## config.mk

```make
export PLATFORM = sky130hd
export DESIGN_NAME = ex_flags_branch
export DESIGN_NICKNAME = d
export VERILOG_FILES = /design/src/rtl/ex_flags_branch.sv
export SDC_FILE = /design/constraint.sdc
export NUM_CORES = 1
export LEC_CHECK = 0
export ABC_AREA = 0
export BUFFER_PORTS_ARGS = -buffer_cell sky130_fd_sc_hd__buf_2
export CORE_AREA = 5 5 68 51
export CTS_CLUSTER_SIZE = 20
export DETAILED_ROUTE_END_ITERATION = 6
export DIE_AREA = 0 0 73 56
export PLACE_DENSITY = 0.76
export SLEW_MARGIN = 10
export SYNTH_ARGS = -nofsm -noshare
export SYNTH_HDL_FRONTEND = slang
export SYNTH_SLANG_ARGS = --single-unit
```

## constraint.sdc

```tcl
create_clock -name clk -period 1.91 [get_ports clk]
set_input_delay 0.382 -clock clk [delete_from_list [all_inputs] [get_ports clk]]
set_output_delay 0.382 -clock clk [all_outputs]
set_load 0.03 [all_outputs]
```

## src/rtl/ex_flags_branch.sv

```systemverilog
// ---------------------------------------------------------------------------
// ex_flags_branch
//
// Execute-stage condition-code register (CCR) and branch resolution unit.
//
// The CCR holds {C,N,Z}. Flags are updated from the ALU of the instruction in
// EX, from SETC/CLRC, from a taken conditional branch (the tested flag is
// consumed), and from the interrupt shadow copy on RTI. Branches are resolved
// against the registered CCR, so they see only the flags of older
// instructions.
//
// A taken branch produces a one-cycle registered br_taken pulse with br_pc,
// and starts a two-cycle flush. The instructions behind the branch are
// squashed, so every instruction input is ignored during the flush. Inputs are
// also ignored while stall is high.
//
// Ports
//   clk          : clock, all state changes on the rising edge
//   rst          : synchronous active-high reset
//   alu_carry    : ALU carry of the EX instruction
//   alu_zero     : ALU zero flag of the EX instruction
//   alu_neg      : ALU negative flag of the EX instruction
//   flag_we[2:0] : per-flag write enable {C,N,Z}
//   set_c/clr_c  : SETC / CLRC
//   br_type[2:0] : 000 none, 001 JZ, 010 JN, 011 JC, 100 JMP, others none
//   br_target    : branch target address
//   stall        : EX instruction is not valid this cycle
//   ccr_save     : interrupt entry, copy the CCR into the shadow register
//   ccr_restore  : RTI, copy the shadow register into the CCR
//   ccr[2:0]     : condition code register {C,N,Z}
//   br_taken     : registered branch-taken pulse
//   br_pc        : registered branch target, valid while br_taken=1
//   flush        : squash the IF/ID instructions
// ---------------------------------------------------------------------------
module ex_flags_branch #(
    parameter int W = 16
) (
    input  logic         clk,
    input  logic         rst,
    input  logic         alu_carry,
    input  logic         alu_zero,
    input  logic         alu_neg,
    input  logic [2:0]   flag_we,
    input  logic         set_c,
    input  logic         clr_c,
    input  logic [2:0]   br_type,
    input  logic [W-1:0] br_target,
    input  logic         stall,
    input  logic         ccr_save,
    input  logic         ccr_restore,
    output logic [2:0]   ccr,
    output logic         br_taken,
    output logic [W-1:0] br_pc,
    output logic         flush
);

    typedef enum logic [1:0] {
        IDLE = 2'd0,
        FL1  = 2'd1,
        FL2  = 2'd2
    } fl_state_t;

    localparam logic [2:0] BR_JMP = 3'b100;

    fl_state_t      state_reg;
    logic [2:0]     ccr_reg;
    logic [2:0]     ccr_next;
    logic [2:0]     shadow_reg;
    logic           br_taken_reg;
    logic [W-1:0]   br_pc_reg;
    logic           flush_reg;

    logic           accept;
    logic           taken;
    logic [2:0]     alu_flags;
    logic [2:0]     cond_hit;
    logic [2:0]     flag_upd;

    // The EX instruction counts only when it is neither stalled nor squashed.
    assign accept    = !stall && (state_reg == IDLE);
    assign alu_flags = {alu_carry, alu_neg, alu_zero};

    // Bit gi of the CCR is tested by branch code gi+1 (JZ=1, JN=2, JC=3).
    // Priority per flag: restore > taken-branch clear > SETC/CLRC > flag_we.
    generate
        for (genvar gi = 0; gi < 3; gi++) begin : g_flag
            localparam logic [2:0] BR_CODE = 3'(gi + 1);

            assign cond_hit[gi] = ccr_reg[gi] && (br_type == BR_CODE);

            if (gi == 2) begin : g_carry
                // SETC and CLRC together cancel and leave C alone, and
                // still override flag_we[2].
                always_comb begin
                    flag_upd[gi] = ccr_reg[gi];
                    if (set_c || clr_c) begin
                        if (set_c && !clr_c) begin
                            flag_upd[gi] = 1'b1;
                        end else if (clr_c && !set_c) begin
                            flag_upd[gi] = 1'b0;
                        end
                    end else if (flag_we[gi]) begin
                        flag_upd[gi] = alu_flags[gi];
                    end
                end
            end else begin : g_zn
                assign flag_upd[gi] = flag_we[gi] ? alu_flags[gi] : ccr_reg[gi];
            end

            always_comb begin
                ccr_next[gi] = ccr_reg[gi];
                if (accept) begin
                    if (ccr_restore) begin
                        ccr_next[gi] = shadow_reg[gi];
                    end else if (cond_hit[gi]) begin
                        ccr_next[gi] = 1'b0;
                    end else begin
                        ccr_next[gi] = flag_upd[gi];
                    end
                end
            end
        end
    endgenerate

    assign taken = accept && ((|cond_hit) || (br_type == BR_JMP));

    always_ff @(posedge clk) begin
        if (rst) begin
            ccr_reg      <= 3'b000;
            shadow_reg   <= 3'b000;
            br_taken_reg <= 1'b0;
            br_pc_reg    <= '0;
            state_reg    <= IDLE;
            flush_reg    <= 1'b0;
        end else begin
            ccr_reg      <= ccr_next;
            br_taken_reg <= taken;
            if (taken) begin
                br_pc_reg <= br_target;
            end
            // The shadow captures the CCR as it was before this edge's update.
            // A simultaneous restore wins and leaves the shadow alone.
            if (accept && ccr_save && !ccr_restore) begin
                shadow_reg <= ccr_reg;
            end
            // The flush counter keeps running during a stall.
            case (state_reg)
                IDLE: begin
                    if (taken) begin
                        state_reg <= FL1;
                        flush_reg <= 1'b1;
                    end else begin
                        flush_reg <= 1'b0;
                    end
                end
                FL1: begin
                    state_reg <= FL2;
                    flush_reg <= 1'b1;
                end
                default: begin
                    state_reg <= IDLE;
                    flush_reg <= 1'b0;
                end
            endcase
        end
    end

    assign ccr      = ccr_reg;
    assign br_taken = br_taken_reg;
    assign br_pc    = br_pc_reg;
    assign flush    = flush_reg;

endmodule

```

# Word-level counts from Yosys, hierarchy flattened
# Index checks and enable logic that the tools add are counted.
# classes
n_eq_ne	7
mux	16
reduce_logical	23
# op_table
cell	count
1-bit 2-to-1 mux	13
1-bit logical AND	9
3-bit by 2-bit == test with 1-bit output, second input constant	2
3-bit nonzero test	2
5-bit by 3-bit inequality test with 1-bit output, second input constant	1
1-bit zero test	4
2-bit case mux with 2 select lines	1
2-bit AND reduction	2
4-bit nonzero test	1
3-bit by 1-bit == test with 1-bit output, second input constant	1
3-bit == test, second input constant	1
3-bit AND reduction	1
3-bit OR reduction	1
2-bit by 1-bit == test with 1-bit output, second input constant	1
2-bit zero test	1
1-bit logical OR	2
2-bit 2-to-1 mux	1
2-bit inequality test, second input constant	1
1-bit case mux with 2 select lines	1
# word_totals
ff_bits	26
input_bits	32
output_inout_bits	21
elab_cells	54

# Longest topological paths before layout
# logic_depth
word_depth	7
mapped_depth	6
ltp_nobuf	4

# Least setup slack after synthesis
# OpenSTA, ideal clock, no wires.
# synth_timing
path_kind	register to register
start	register ccr_reg[0], in the netlist ccr[0]
end	register br_taken_reg, in the netlist br_taken
setup_time_ns	0.116
arrival_ns	1.613
t_required_ns	1.794
path_slack_ns	0.181
path_stages_with_launch	7
path_buffers	2
cell_sequence	dfxtp_1 -> mux2_4 -> and3_4 -> o31a_1 -> buf_6 -> buf_12 -> and2_2
# synth_via
elab_chain_len	4
# synth_rtl
item	line	text
start, declared	66	logic [2:0] ccr_reg;
start signal, assigned	136	ccr_reg <= ccr_next;
1-bit logical AND	89	assign cond_hit[gi] = ccr_reg[gi] && (br_type == BR_CODE);
3-bit OR reduction	125	assign taken = accept && ((|cond_hit) || (br_type == BR_JMP));
1-bit logical OR	125	
1-bit logical AND	125	
end signal, assigned	137	br_taken_reg <= taken;
end, declared	69	logic br_taken_reg;
# Every way passes these cells.
# A chain may end at the register's enable or synchronous reset.

# Final worst setup path
# Same ends and word-level chain as after synthesis.

==> run summary <==
STATUS
----------------------------------------------------------------------------------
Outcome .............................................................    completed

LOGIC SYNTHESIS
----------------------------------------------------------------------------------
Mean post-synth cell area ...........................................     9.88 µm²
Synth Net Count .....................................................          154
Synth Instances .....................................................          122
Register bit count reported by yosys ................................           26
Combined area of all synthesized cells ..............................     1200 µm²
Synthesis Warnings ..................................................            0
Count of different cell masters after synthesis .....................           25
Sequential cell area fraction in the yosys report ...................        0.432

POWER
----------------------------------------------------------------------------------
Worst vdd rail ir drop ..............................................     0.396 mV
Total power .........................................................      1100 µW
Power per cell area .................................................   720 nW/µm²
Leakage power of the design .........................................  0.000701 µW

FLOORPLAN
----------------------------------------------------------------------------------
Number of rows in the core area .....................................           16
Horizontal extent of the die ........................................        73 µm
Core outline area ...................................................     2720 µm²
Vertical extent of the die ..........................................        56 µm
Ports placed on the boundary ........................................           53
Starting density of the core ........................................        0.443
Total Die Area ......................................................     4090 µm²

GLOBAL ROUTE
----------------------------------------------------------------------------------
Global-route congestion overflow total ..............................            0
Number of global-route vias before repair ...........................          976
Antenna violations before repair ....................................            0
First-pass GRT wire length ..........................................      4420 µm
Maximum number of pins on one net before global-route repair ........           40
Global-route total usage across every layer .........................        0.137

WORST SETUP PATH
----------------------------------------------------------------------------------
Kind of start point of the critical path ............................    flip-flop
Required time of the critical path ..................................      2.08 ns
Critical path fanouts, max ..........................................           19
Endpoint class of the critical path .................................    flip-flop
Data arrival at the endpoint of the critical path ...................      1.81 ns
Path type of the worst setup path ................................... flip-flop to flip-flop

STA
----------------------------------------------------------------------------------
Final-report max-slew violation count ...............................            0
TNS Setup ...........................................................         0 ns
Final setup viols ...................................................            0
Final worst path period share .......................................        0.858
Count of endpoints failing hold in the final timing report ..........            0
Tightest Pin Transition .............................................     0.463 ns
Final setup skew ....................................................   0.00194 ns
Time the worst path needs with I/O delays and setup .................      1.64 ns
Max-Slew Margin vs Limit ............................................        0.691
Fmax ................................................................      610 MHz
RSZ-0062 raised after global routing ................................           no

CTS
----------------------------------------------------------------------------------
Number of levels in the clock H-tree ................................            1
CTS Buf Count .......................................................            3
Clk pin slew, worst setup/hold paths ................................      0.08 ns
Clock root cell .....................................................     clkbuf_8
Clk Latency, worst-skew pair ........................................      0.27 ns
Number of sinks on the clock net ....................................           26
Gates resized, CTS repair ...........................................            0
Longest Clk Path Bufs ...............................................            2
Hold-fix buffer count after cts .....................................            0
CTS tree ............................................................          yes
Setup fix buffers added after clock tree synthesis ..................            0

CELLS AND AREA
----------------------------------------------------------------------------------
Filler Cell Count ...................................................          256
Flip-flop count of the largest register after layout ................           16
Antenna fix cells ...................................................            0
Fraction of final layout cells with drive strength greater than 1 ...        0.370
Signed area change from the synthesized netlist to the final layout .        27.0%
Final #Nets .........................................................          206

WORST HOLD PATH
----------------------------------------------------------------------------------
Tightest Hold Check Type ............................................ input pin to flip-flop

ROUTE
----------------------------------------------------------------------------------
Final routed wirelength across all metal layers .....................      2660 µm
Post-route DRC violation count ......................................            0
Number of iterations in the first detailed-routing pass .............            4
Final antenna-violating net count ...................................            0
Per-cell via count in the routed design .............................         4.78
Starting DRC count in detailed routing ..............................           27
Vias ................................................................         1000
Wire length per cell ................................................      12.7 µm

PLACE
----------------------------------------------------------------------------------
GP Congestion .......................................................        0.762
PortBufs ............................................................           52
Placed wire-length estimate .........................................      2070 µm

FLOW RUN
----------------------------------------------------------------------------------
Count of max-cap constraint violations ..............................            0

[synthesized netlist by cell type (all sizes together)]
library cell / n / area share
nand2b: 32 / 0.17
dfxtp: 26 / 0.43
o21a: 1 / 0.0062
a41oi: 1 / 0.0073
clkbuf: 5 / 0.016
and4bb: 2 / 0.021
mux2i: 19 / 0.16
and3: 1 / 0.0093
o21bai: 1 / 0.0062
nor2b: 2 / 0.010
buf: 2 / 0.026
nand2: 1 / 0.0031
a311oi: 1 / 0.0073
and2: 3 / 0.018
nand3b: 1 / 0.0062
o31a: 1 / 0.0073
nor2: 5 / 0.016
nor3: 4 / 0.017
a21oi: 4 / 0.017
o21ai: 3 / 0.012
inv: 4 / 0.012
a221oi: 2 / 0.015
mux2: 1 / 0.012
[layer usage]
layer  global-route usage  wire length [µm]
met5                    0                 0
met4               0.0632                53
met3               0.0343               176
met2                0.229              1320
met1                0.163              1100
[area by class of cell]
class,instances,area (µm²),area share
Tap cell,36,45.0,0.0294
Multi-Input combinational cell,85,619,0.405
Timing Repair Buffer,54,275,0.180
Sequential cell,26,520,0.340
Inverter,4,15.0,0.00981
Clock buffer,4,55.1,0.0360
[path summary, 6_finish.rpt]
kind                       from   endpoint  slack [ns]  cells after the start
setup / recovery         ccr[0]   br_taken        0.27                      5
hold / removal    br_target[12]  br_pc[12]        0.37                      3
setup reg to reg         ccr[0]   br_taken        0.27                      5
hold reg to reg        br_pc[4]   br_pc[4]        0.48                      2
[per-stage QoR]
stage	util	area (µm²)	setup WS, ns	hold WS [ns]	cells
final	0.562	1530	0.271	0.368	209
after floorplan	-	1200	0.181	0.455	122
after detailed placement	0.542	1480	0.101	0.469	205
after CTS	0.562	1530	0.281	0.361	209
after global routing	0.562	1530	0.218	0.368	209
after global placement	0.542	1480	0.128	0.458	205
[critical path, cell delays in order, from the launching register on]
cell and delay (ns):
dfxtp_1 0.36, mux2_4 0.29, and3_4 0.17, o31a_1 0.29, buf_4 0.23, and2_2 0.20
[power by group]
group / internal [µW] / switching [µW] / total [µW] / leakage [µW]
combinational: 81.7 / 100 / 182 / 0.000461
sequential: 562 / 13.0 / 575 / 0.000211
clock: 184 / 161 / 346 / 0.0000288
[layout by cell type, fill, tap and decap left out]
master     n
mux2i_1   19
inv_1      4
a221oi_1   2
and3_4     1
o31a_1     1
nand3b_1   1
buf_2     52
o21ai_0    3
nor2b_1    2
nand2_1    1
and2_1     1
a21oi_1    4
a311oi_1   1
nand2b_1  32
o21bai_1   1
dfxtp_1   26
and2_2     2
o21a_1     1
a41oi_1    1
mux2_4     1
buf_4      2
nor2_1     5
and4bb_2   2
clkbuf_8   4
nor3_1     4
[kinds of logic (layout without fill, tap and decap cells)]
group           count (synthesis)  count (layout)  share of synthesized area
flops                          26              26                      0.432
simple gates                   51              51                      0.266
buf+inv                        11              62                     0.0540
compound gates                 14              14                     0.0779
mux                            20              20                      0.170
(Power assumes the default switching activity.)
